--- src/rtl/mul_pkg.sv ---
// Shared types for the integer multiply pipeline.
// Funct encodings and the default stage bundle.
package mul_pkg;

  localparam logic [1:0] MUL_LO  = 2'd0;
  localparam logic [1:0] MUL_HSS = 2'd1;
  localparam logic [1:0] MUL_HSU = 2'd2;
  localparam logic [1:0] MUL_HUU = 2'd3;

  typedef struct packed {
    logic        valid;
    logic [31:0] data;
    logic [4:0]  waddr;
    logic        we;
    logic [31:0] instr;
    logic [31:0] pc;
  } mul_stage_t;

endpackage

--- src/rtl/mul_stage_reg.sv ---
// One multiply pipeline stage register.
// Flush drops only valid; stall holds the whole bundle.
module mul_stage_reg
  import mul_pkg::*;
#(
  parameter type stage_t = mul_stage_t
) (
  input  logic   clk_i,
  input  logic   rsn_i,
  input  logic   stall_i,
  input  logic   flush_i,
  input  stage_t d_i,
  output stage_t q_o
);

  always_ff @(posedge clk_i or negedge rsn_i) begin
    if (!rsn_i) begin
      q_o <= '0;
    end else if (flush_i) begin
      q_o.valid <= 1'b0;
    end else if (!stall_i) begin
      q_o <= d_i;
    end
  end

endmodule

--- src/rtl/mul_pipeline.sv ---
// Integer multiply pipeline of DEPTH stages with hazard/bypass query.
// MUL_HIGH_EN enables MULH/MULHSU/MULHU; otherwise only the low product.
module mul_pipeline
  import mul_pkg::*;
#(
  parameter int DEPTH  = 5,
  parameter int DATA_W = 32,
  parameter int ADDR_W = 5
) (
  input  logic              clk_i,
  input  logic              rsn_i,
  input  logic              stall_i,
  input  logic              flush_i,
  input  logic              valid_i,
  input  logic [1:0]        funct_i,
  input  logic [DATA_W-1:0] data_a_i,
  input  logic [DATA_W-1:0] data_b_i,
  input  logic [ADDR_W-1:0] write_addr_i,
  input  logic              int_write_enable_i,
  input  logic [31:0]       instr_i,
  input  logic [31:0]       pc_i,
  input  logic [ADDR_W-1:0] read_addr_a_i,
  input  logic [ADDR_W-1:0] read_addr_b_i,
  output logic              hazard_a_o,
  output logic              hazard_b_o,
  output logic              bypass_a_en_o,
  output logic              bypass_b_en_o,
  output logic [DATA_W-1:0] bypass_data_o,
  output logic              wb_valid_o,
  output logic [ADDR_W-1:0] wb_write_addr_o,
  output logic              wb_int_write_enable_o,
  output logic [DATA_W-1:0] wb_data_o,
  output logic [31:0]       wb_instr_o,
  output logic [31:0]       wb_pc_o,
  output logic              busy_o
);

  if (DEPTH < 1 || DEPTH > 16) begin : g_bad_depth
    $error("mul_pipeline: DEPTH must be in 1..16");
  end

  typedef struct packed {
    logic              valid;
    logic [DATA_W-1:0] data;
    logic [ADDR_W-1:0] waddr;
    logic              we;
    logic [31:0]       instr;
    logic [31:0]       pc;
  } stage_t;

  logic [DATA_W-1:0] result;

`ifdef MUL_HIGH_EN
  logic                       sa;
  logic                       sb;
  logic signed [DATA_W:0]     a_x;
  logic signed [DATA_W:0]     b_x;
  logic signed [2*DATA_W-1:0] p_full;

  // One extra sign bit per operand covers all four signedness mixes
  always_comb begin
    sa = 1'b0;
    sb = 1'b0;
    unique case (1'b1)
      (funct_i == MUL_HSS): begin
        sa = 1'b1;
        sb = 1'b1;
      end
      (funct_i == MUL_HSU): sa = 1'b1;
      default: ;
    endcase
    a_x    = {sa & data_a_i[DATA_W-1], data_a_i};
    b_x    = {sb & data_b_i[DATA_W-1], data_b_i};
    p_full = (2*DATA_W)'(a_x) * (2*DATA_W)'(b_x);
    result = (funct_i == MUL_LO) ? p_full[DATA_W-1:0]
                                 : p_full[2*DATA_W-1:DATA_W];
  end
`else
  logic funct_unused;

  assign funct_unused = ^funct_i;
  assign result       = data_a_i * data_b_i;
`endif

  stage_t d [DEPTH];
  stage_t q [DEPTH];

  for (genvar k = 0; k < DEPTH; k++) begin : g_stage
    if (k == 0) begin : g_head
      assign d[k] = '{
        valid: valid_i,
        data:  result,
        waddr: write_addr_i,
        we:    int_write_enable_i,
        instr: instr_i,
        pc:    pc_i
      };
    end else begin : g_tail
      assign d[k] = q[k-1];
    end

    mul_stage_reg #(
      .stage_t (stage_t)
    ) u_stage (
      .clk_i   (clk_i),
      .rsn_i   (rsn_i),
      .stall_i (stall_i),
      .flush_i (flush_i),
      .d_i     (d[k]),
      .q_o     (q[k])
    );
  end

  function automatic logic hit(
    input stage_t            s,
    input logic [ADDR_W-1:0] ra
  );
    return s.valid && s.we &&
           (s.waddr == ra) && (ra != '0);
  endfunction

  logic hz_a;
  logic hz_b;
  logic any_v;

  always_comb begin
    hz_a  = 1'b0;
    hz_b  = 1'b0;
    any_v = 1'b0;
    for (int k = 0; k < DEPTH - 1; k++) begin
      hz_a = hz_a | hit(q[k], read_addr_a_i);
      hz_b = hz_b | hit(q[k], read_addr_b_i);
    end
    for (int k = 0; k < DEPTH; k++) begin
      any_v = any_v | q[k].valid;
    end
  end

  // A younger pending producer shadows the one ready in the last stage
  assign hazard_a_o    = hz_a;
  assign hazard_b_o    = hz_b;
  assign bypass_a_en_o = hit(q[DEPTH-1], read_addr_a_i) && !hz_a;
  assign bypass_b_en_o = hit(q[DEPTH-1], read_addr_b_i) && !hz_b;
  assign bypass_data_o = q[DEPTH-1].data;

  assign wb_valid_o            = q[DEPTH-1].valid;
  assign wb_write_addr_o       = q[DEPTH-1].waddr;
  assign wb_int_write_enable_o = q[DEPTH-1].valid & q[DEPTH-1].we;
  assign wb_data_o             = q[DEPTH-1].data;
  assign wb_instr_o            = q[DEPTH-1].instr;
  assign wb_pc_o               = q[DEPTH-1].pc;
  assign busy_o                = any_v;

endmodule

--- config.mk ---
export PLATFORM = sky130hd
export DESIGN_NAME = mul_pipeline
export DESIGN_NICKNAME = d
export VERILOG_FILES = /design/src/rtl/mul_pkg.sv /design/src/rtl/mul_stage_reg.sv /design/src/rtl/mul_pipeline.sv
export SDC_FILE = /design/constraint.sdc
export NUM_CORES = 2
export LEC_CHECK = 0
export BUFFER_PORTS_ARGS = -buffer_cell sky130_fd_sc_hd__buf_2
export CORE_UTILIZATION = 60
export CTS_CLUSTER_DIAMETER = 150
export CTS_CLUSTER_SIZE = 28
export DETAILED_ROUTE_END_ITERATION = 12
export PLACE_DENSITY = 0.8
export SYNTH_ARGS = -nofsm -noshare
export SYNTH_HDL_FRONTEND = slang
export SYNTH_SLANG_ARGS = --single-unit
--- constraint.sdc ---
create_clock -name clk_i -period 2.4 [get_ports clk_i]
set_input_delay 0.48 -clock clk_i [delete_from_list [all_inputs] [get_ports clk_i]]
set_output_delay 0.48 -clock clk_i [all_outputs]
set_load 0.1 [all_outputs]
==> flow_summary.toml <==
[outcome]
status = "complete, but fails checks"
violations = "setup timing"

[hold_path]
worst_hold_path_type = "in -> reg"

[final_layout]
syn_to_final_growth_pct = 15.8
fillCellCount = 4331
largest_reg_flops = 515
top_regs = "g_stage.u_stage.q_o: 515 flops"
drive_gt1_share_pct = 19.2
regMostFlops = "g_stage.u_stage.q_o"
layout.nets = 5064

[floorplan]
core_um2 = 60400
die_y_um = 249
row_count = 90
die_x_um = 249
start_util_pct = 60.7
pin_count = 291
dieArea_um2 = 62100

[logic_synthesis]
ys_seq_elements = 515
synth_top_area_share_pct = 35.2
async_reset_ff_share_pct = 100
synth_largest_area_cell = "dfrtp_1"
synthFlopType = "dfrtp_1"
synth_cell_types = 57
synth_edf_count = 0
avgSynthCellArea_um2 = 8.95
yosysMostFrequentCell = "nand2_1"
synth_area_leaders = "dfrtp_1, fa_1, nand2_1"
synthCells = 4095
syn-cell-area_um2 = 36700
synth_common_cells = "nand2_1, dfrtp_1, fa_1"
ys_warn_count = 0
synth_nets = 4777
ys_seq_area_share_pct = 35.2

[detailed_routing]
wl_per_cell_um = 16.6
routed_wl_mm = 85.9
drcViolationCount = 0
routed_via_density = 5.23
drtPass1Iterations = 6
drt_iter0_drc = 2102
vias = 27000
drtAntennaViolNets = 0

[sta]
rsz0062_at_grt = "true"
fin_ws_ps = -3860
timing.hold.ws_ps = 97.7
period_share_pct = 261
relSlewSlack_pct = 63.9
max_freq_mhz = 160
layout_min_cycle_time_ps = 6260
setup_viol = 32
slew_violations = 0
tightestPinTransition_ps = 542
hold_viol = 0
clock_skew_ps = 19.6

[setup_path]
cp_top_family = "adder cells"
cp_data_arrival_time_ps = 6700
critPathMaxFanout = 8
cp-end-kind = "flop"
crit_cells = 24
critPathLaunchType = "input pin"
r2r_start = "g_stage[0].u_stage.q_o[100]"
worstPathRequired_ps = 2840
crit_top_cell = "fa_1"
path_buf_inv = 7
ff2ff_path_depth = 2
crit_chain = "buf_2 > and2_1 > fa_1 > inv_1 > fa_1 > inv_1 > fa_1 > inv_1 > fa_1 > inv_1 > fa_1 > inv_1 > fa_1 > inv_1 > fa_2 > fa_1 > ha_4 > and3_4 > o21a_1 > or3b_1 > a21oi_2 > o21ai_1 > xor2_1 > mux2_4"
r2r-end = "g_stage[0].u_stage.q_o[100]"
critPathMaxStageDelay_ps = 610
crit_path_end = "g_stage[0].u_stage.q_o[97]"
crit_start = "data_b_i[13]"
reg2reg_slack_ps = 1350
critical_path.slowest_cell = "fa_1"
critical_path_class = "in -> reg"

[clock_tree]
cts_sinks = 515
cts_root_buf = "clkbuf_16"
cts_tree = "yes"
clk_pin_slew_ps = 110
clock_latency_ps = 560
cts_buffers = 22
cts_buffer_depth = 3
h-tree-depth = 1

[global_routing]
grt_pass1_vias = 27700
grt_max_degree = 93
gr-usage-all-layers_pct = 27.7
grt-ovfl-total = 0
grt_pass1_wl_mm = 140
antenna_found_initial = 6

[flow_run]
cap_violations = 0

[placed_design]
portBuffers = 288
place_hpwl_mm = 63.3
gp_congestion = 0.909
-- layout make-up --
type,instances,area [µm²],share of cell area [%]
Multi-Input combinational cell,2856,21600,50.8
Sequential cell,515,12900,30.4
Timing Repair Buffer,604,4950,11.7
Inverter,383,1440,3.39
Tap cell,782,978,2.31
Clock buffer,23,554,1.31
Clock inverter,2,36.3,0.0855
Antenna cell,4,10.0,0.0236
-- cell usage in the layout (no fill, tap or decap), types with 13 or more instances in the layout --
cell | synthesis | final
ha_1 | 123 | 75
nand4_1 | 13 | 13
buf_8 | 0 | 22
buf_6 | 1 | 60
and2_4 | 0 | 38
clkbuf_16 | 0 | 25
buf_2 | 46 | 255
nand2_1 | 1658 | 1653
and2_1 | 348 | 311
o21ai_1 | 5 | 30
buf_4 | 134 | 215
xor2_1 | 57 | 57
fa_1 | 408 | 372
buf_12 | 0 | 47
xnor2_1 | 73 | 64
fa_2 | 0 | 36
inv_1 | 383 | 363
dfrtp_1 | 515 | 511
inv_2 | 0 | 20
nor2_1 | 20 | 16
ha_4 | 0 | 43
-- worst min-delay path, delay by kind of cell --
family,cells,cell delay [ps]
AND/OR/NAND/NOR,2,80
buffers and inverters,1,70
-- layer usage --
metal	share of wire (%)	vias to the layer above	track usage, %
met5	0.027	-	0
met4	3.3	4	7.97
met3	5.3	192	2.87
met2	49	895	46.7
met1	42	13400	38.2
li1	-	12600	-
-- per-stage QoR --
step | worst slack [ps] | TNS (ps) | utilization (%) | instance area, µm² | cells
after detailed placement | -4450 | -103760 | 66.1 | 39900 | 5074
after global placement | -4400 | -101580 | 66.1 | 39900 | 5074
after floorplan | -4170 | -89200 | - | 37100 | 4095
after global routing | -4020 | -88280 | 70.3 | 42400 | 5169
final | -3860 | -84340 | 70.3 | 42400 | 5169
after CTS | -3760 | -82160 | 69.1 | 41700 | 5139
-- timing repair --
| action | CTS | global route |
|---|---|---|
| setup buffers | 39 | 29 |
| pin swaps | 122 | 126 |
| hold endpoints to repair | 37 | 0 |
| hold buffers | 1 | 0 |
| endpoints found under the setup margin | 33 | 33 |
| resized for setup | 223 | 132 |
| gates cloned | 1 | 3 |
-- cells by family (layout without fill, tap and decap cells) --
| logic type | after synthesis | in the layout | share of synthesized area [%] |
|---|---|---|---|
| XOR/XNOR | 132 | 132 | 3.21 |
| other | 0 | 4 | 0 |
| adder cells (fa/ha/maj) | 531 | 531 | 26.5 |
| AND/OR/NAND/NOR | 2082 | 2082 | 24.1 |
| buffers and inverters | 724 | 1012 | 8.96 |
| multiplexers | 6 | 6 | 0.167 |
| AO/OA/AOI/OAI | 105 | 105 | 1.91 |
| flip-flops | 515 | 515 | 35.2 |
-- how the worst min path moves through the flow --
stage,startpoint,to,slack [ps],cells after the start
after floorplan,rsn_i,g_stage[0].u_stage.q_o[0],180,0
after global placement,rsn_i,g_stage[4].u_stage.q_o[56],400,1
after detailed placement,rsn_i,g_stage[4].u_stage.q_o[59],400,1
after CTS,instr_i[11],g_stage[0].u_stage.q_o[43],70,3
after global routing,pc_i[13],g_stage[0].u_stage.q_o[13],90,3
final,pc_i[13],g_stage[0].u_stage.q_o[13],100,3
Power is not shown: default switching activity piles up to over one toggle a cycle in this logic, so the estimate is an artifact.
